<file path="src/rtl/time_param_timer.sv">
`default_nettype none
// time_param_timer: programmable delay bank with registered readback and an
// integrated countdown timer driven by a 1 Hz tick enable.
module time_param_timer #(
  parameter int                            NUM_PARAMS = 4,
  parameter int                            VALUE_W    = 4,
  parameter int                            SEL_W      = 2,
  parameter logic [NUM_PARAMS*VALUE_W-1:0] DEFAULTS   = {4'hA, 4'hF, 4'h8, 4'h6},
  parameter int                            MIN_VALUE  = 1
) (
  input  logic               clock,
  input  logic               reset,
  input  logic [SEL_W-1:0]   interval,
  input  logic [SEL_W-1:0]   time_param_sel,
  input  logic               reprogram,
  input  logic [VALUE_W-1:0] time_value,
  input  logic               start_timer,
  input  logic               tick,
  input  logic               abort,
  output logic [VALUE_W-1:0] value,
  output logic [VALUE_W-1:0] count,
  output logic               busy,
  output logic               expired,
  output logic               prog_error
);

  localparam logic [SEL_W:0]     c_NUM = NUM_PARAMS[SEL_W:0];
  localparam logic [VALUE_W-1:0] c_MIN = MIN_VALUE[VALUE_W-1:0];
  localparam logic [VALUE_W-1:0] c_ONE = {{(VALUE_W-1){1'b0}}, 1'b1};

  // One-hot so busy/expired are taken straight from flop outputs.
  localparam logic [2:0] c_IDLE   = 3'b001;
  localparam logic [2:0] c_COUNT  = 3'b010;
  localparam logic [2:0] c_EXPIRE = 3'b100;

  logic [VALUE_W-1:0] r_bank [NUM_PARAMS];
  logic [VALUE_W-1:0] r_value;
  logic [VALUE_W-1:0] r_count;
  logic [2:0]         r_state;
  logic               r_prog_error;

  logic               w_sel_ok;
  logic               w_int_ok;
  logic               w_wr_ok;
  logic [VALUE_W-1:0] w_bank_sel;
  logic [2:0]         w_state_nxt;
  logic [VALUE_W-1:0] w_count_nxt;

  assign w_sel_ok = ({1'b0, time_param_sel} < c_NUM);
  assign w_int_ok = ({1'b0, interval} < c_NUM);
  assign w_wr_ok  = reprogram && w_sel_ok && (time_value >= c_MIN);

  always_comb begin
    w_bank_sel = '0;
    if (w_int_ok) w_bank_sel = r_bank[interval];
  end

  always_ff @(posedge clock or negedge reset) begin
    if (!reset) begin
      for (int i = 0; i < NUM_PARAMS; i++) begin
        r_bank[i] <= DEFAULTS[i*VALUE_W +: VALUE_W];
      end
      r_value      <= DEFAULTS[VALUE_W-1:0];
      r_prog_error <= 1'b0;
    end else begin
      if (w_wr_ok) r_bank[time_param_sel] <= time_value;
      r_value      <= w_bank_sel;
      r_prog_error <= reprogram && !w_wr_ok;
    end
  end

  always_ff @(posedge clock or negedge reset) begin
    if (!reset) begin
      r_state <= c_IDLE;
      r_count <= '0;
    end else begin
      r_state <= w_state_nxt;
      r_count <= w_count_nxt;
    end
  end

  // Loads read the bank before any same-cycle write lands.
  always_comb begin
    w_state_nxt = r_state;
    w_count_nxt = r_count;
    case (r_state)
      c_IDLE: begin
        if (start_timer && w_int_ok) begin
          w_count_nxt = w_bank_sel;
          w_state_nxt = c_COUNT;
        end
      end
      c_COUNT: begin
        if (abort) begin
          w_count_nxt = '0;
          w_state_nxt = c_IDLE;
        end else if (start_timer && w_int_ok) begin
          w_count_nxt = w_bank_sel;
        end else if (tick) begin
          if (r_count > c_ONE) begin
            w_count_nxt = r_count - c_ONE;
          end else begin
            w_count_nxt = '0;
            w_state_nxt = c_EXPIRE;
          end
        end else if (r_count == '0) begin
          w_state_nxt = c_EXPIRE;
        end
      end
      c_EXPIRE: begin
        w_state_nxt = c_IDLE;
      end
      default: begin
        w_count_nxt = '0;
        w_state_nxt = c_IDLE;
      end
    endcase
  end

  always_comb begin
    busy    = r_state[1];
    expired = r_state[2];
  end

  assign value      = r_value;
  assign count      = r_count;
  assign prog_error = r_prog_error;

endmodule
`default_nettype wire

</file>
<file path="config.mk">
export PLATFORM = sky130hd
export DESIGN_NAME = time_param_timer
export DESIGN_NICKNAME = d
export VERILOG_FILES = /design/src/rtl/time_param_timer.sv
export SDC_FILE = /design/constraint.sdc
export NUM_CORES = 1
export LEC_CHECK = 0
export ABC_AREA = 1
export ABC_CLOCK_PERIOD_IN_PS = 1800
export BUFFER_PORTS_ARGS = -buffer_cell sky130_fd_sc_hd__buf_2
export CORE_MARGIN = 2
export CORE_UTILIZATION = 45
export DETAILED_ROUTE_END_ITERATION = 10
export PLACE_DENSITY_LB_ADDON = 0.05
export SYNTH_ARGS = -nofsm -noshare
export SYNTH_HDL_FRONTEND = slang
export SYNTH_SLANG_ARGS = --single-unit
</file>
<file path="constraint.sdc">
create_clock -name clock -period 1.8 [get_ports clock]
set_input_delay 0.36 -clock clock [delete_from_list [all_inputs] [get_ports clock]]
set_output_delay 0.36 -clock clock [all_outputs]
set_load 0.03 [all_outputs]
</file>
==> flow_metrics.env <==
export IMPL_status="finished clean"
export IMPL_dr_pass1_iters=4
export IMPL_die_x_um=60.74
export IMPL_crit_required_ps=2040
export IMPL_drtIter0Drc=59
export IMPL_finalNetCount=224
export IMPL_drtAntennaViolNets=0
export IMPL_setup_violations=0
export IMPL_syn_nets=195
export IMPL_fp_dieArea_um2=3689
export IMPL_grt_pass1_vias=1118
export IMPL_cts_buffers=3
export IMPL_insertedDiodeCount=0
export IMPL_fmax_ghz=0.6676
export IMPL_postLayoutCellArea_um2=1660
export IMPL_core_rowCount=20
export IMPL_syn_area_um2=1449
export IMPL_holdBufCountCts=0
export IMPL_wl_per_cell_um=11.58
export IMPL_rsz0062_at_grt="no"
export IMPL_cp_end_kind="flop"
export IMPL_setup_tns_final_ps=0
export IMPL_area_growth_pct=14.59
export IMPL_synthCells=178
export IMPL_clk_latency_ps=320
export IMPL_synth_area_per_cell_um2=8.140
export IMPL_r2r_cells=7
export IMPL_hold_class="input port to async pin"
export IMPL_gp_congestion=0.8168
export IMPL_nFillCells=335
export IMPL_cts_resized_gates=0
export IMPL_seq_area_um2=715.7
export IMPL_clk_path_buf_depth=2
export IMPL_io_pins=25
export IMPL_initial_utilization=0.4746
export IMPL_clock_skew_ps=2.347
export IMPL_worstSetupPathType="flop to flop"
export IMPL_power_leakage_nw=0.8602
export IMPL_worst_r2r_setup_slack_ps=300
export IMPL_drive_gt1_frac=0.2718
export IMPL_die_y_um=60.74
export IMPL_dr_total_vias=1219
export IMPL_synth_seq_area_share=0.4940
export IMPL_synth_warnings=0
export IMPL_worst_pin_slew_ps=596.3
export IMPL_clkTransAtPathRegs_ps=140
export IMPL_slew_violations=0
export IMPL_core_um2=3053
export IMPL_r2r_end="count[2]"
export IMPL_ir_drop_mv=0.7890
export IMPL_startpoint_type="flop"
export IMPL_multi_input_area_um2=643.1
export IMPL_drt_wl_total_mm=2.895
export IMPL_whs_ps=15.84
export IMPL_port_buffers=24
export IMPL_maxCapViolCount=0
export IMPL_grt_start_max_net_pins=29
export IMPL_antenna_found_initial=0
export IMPL_placed_cell_area_um2=1624
export IMPL_cts_sinks=28
export IMPL_gr_usage_all_layers=0.1888
export IMPL_cts_root_buf="clkbuf_4"
export IMPL_grt_overflow=0
export IMPL_drc=0
export IMPL_dp_hpwl_mm=2.303
export IMPL_worstPathMaxFanout=5
export IMPL_synth_seq_cells=28
export IMPL_rr_startpoint="r_state[0]"
export IMPL_hold_viol_final=0
export IMPL_power_density_nw_per_um2=1249
export IMPL_htreeDepth=1
export IMPL_cts_tree="built"
export IMPL_postCtsSetupRepairBufs=0
export IMPL_final_min_clock_period_ps=1498
export IMPL_yosys_cell_types_count=21
export IMPL_fin_crit_sh=0.8322
export IMPL_grt_first_pass_wirelength_mm=5.195
export IMPL_vias_per_cell=4.876
export IMPL_slew_headroom=0.6025
export IMPL_cp_arrival_ps=1730
[placed cells by master (no fill, tap or decap), drive strengths merged]
| cell | instances |
|---|---|
| clkbuf | 4 |
| dfrtp | 16 |
| xor2 | 1 |
| nor3 | 1 |
| nand3 | 21 |
| nand2 | 57 |
| a31oi | 1 |
| o211ai | 2 |
| nand3b | 1 |
| inv | 24 |
| ha | 3 |
| nor2 | 14 |
| o21ai | 21 |
| buf | 24 |
| and2 | 2 |
| nand4 | 2 |
| dfstp | 12 |
[per-stage QoR]
stage                     std cells  setup WS [ps]  utilization  power (mW)
after floorplan                 178          305.9            -       1.555
after global placement          246          353.0       0.5320       1.767
after detailed placement        246          323.2       0.5320       1.791
after CTS                       250          299.4       0.5439       2.099
after global routing            250          196.0       0.5439       2.259
final                           250          302.1       0.5439       2.074
[cells by family after synthesis]
kind of cell / after synthesis / share of synthesized area
AND/OR/NAND/NOR: 98 / 0.3117
flip-flops: 28 / 0.4940
AO/OA/AOI/OAI: 24 / 0.1002
buffers and inverters: 24 / 0.06217
adder cells (fa/ha/maj): 3 / 0.02591
XOR/XNOR: 1 / 0.006046
[power breakdown]
part	leakage, nW	switching [mW]	internal (mW)	total [mW]
combinational	0.509	0.580	0.280	0.860
clock	0.0210	0.176	0.124	0.300
sequential	0.331	0.108	0.806	0.914
total	0.860	0.864	1.21	2.07
[final cells by class]
| cell class | count | share of cell area |
|---|---|---|
| inverter | 24 | 0.05426 |
| clock buffer | 4 | 0.02185 |
| sequential | 28 | 0.4310 |
| multi-input combinational | 126 | 0.3873 |
| tap | 44 | 0.03316 |
| timing repair buffer | 24 | 0.07234 |
[layer usage]
metal | vias up | global-route usage | wire, µm
li1 | 624 | - | -
met1 | 569 | 0.2807 | 1509
met2 | 26 | 0.2842 | 1264
met3 | 0 | 0.04478 | 121
met4 | 0 | 0.03727 | 0
met5 | - | 0 | 0
[worst max path at each step]
stage	start	endpoint	slack, ps	depth (start not counted)
detailed placement	r_state[0]	count[2]	320	7
floorplan	count[0]	count[3]	310	11
CTS	r_state[0]	count[2]	300	7
global placement	r_state[0]	count[0]	350	7
finish	r_state[0]	count[2]	300	7
global route	count[0]	count[3]	200	11
[flip-flops by register name (all words and copies together), names as in the netlist]
register,flops
r_state,3
r_bank,16
count,4
value,4
prog_error,1
[cell usage after synthesis (all sizes together)]
cell | number | area [µm²]
nand2 | 57 | 216.5
o21ai | 21 | 108.9
nor2 | 14 | 57.55
ha | 3 | 37.54
xor2 | 1 | 8.760
dfrtp | 16 | 400.4
a31oi | 1 | 21.27
nand4 | 2 | 12.51
nand3 | 21 | 135.1
o211ai | 2 | 15.01
nor3 | 1 | 10.01
nand3b | 1 | 7.510
inv | 24 | 90.08
dfstp | 12 | 315.3
and2 | 2 | 12.51
[critical path, stage by stage (launching register included)]
cell and delay, ps:
dfstp_2 540, inv_1 80, nor3_2 310, nand2_2 120
nand3_2 160, inv_2 70, nand2_1 80, nand2_1 50
Note: power is estimated with default switching activity, not from simulation.
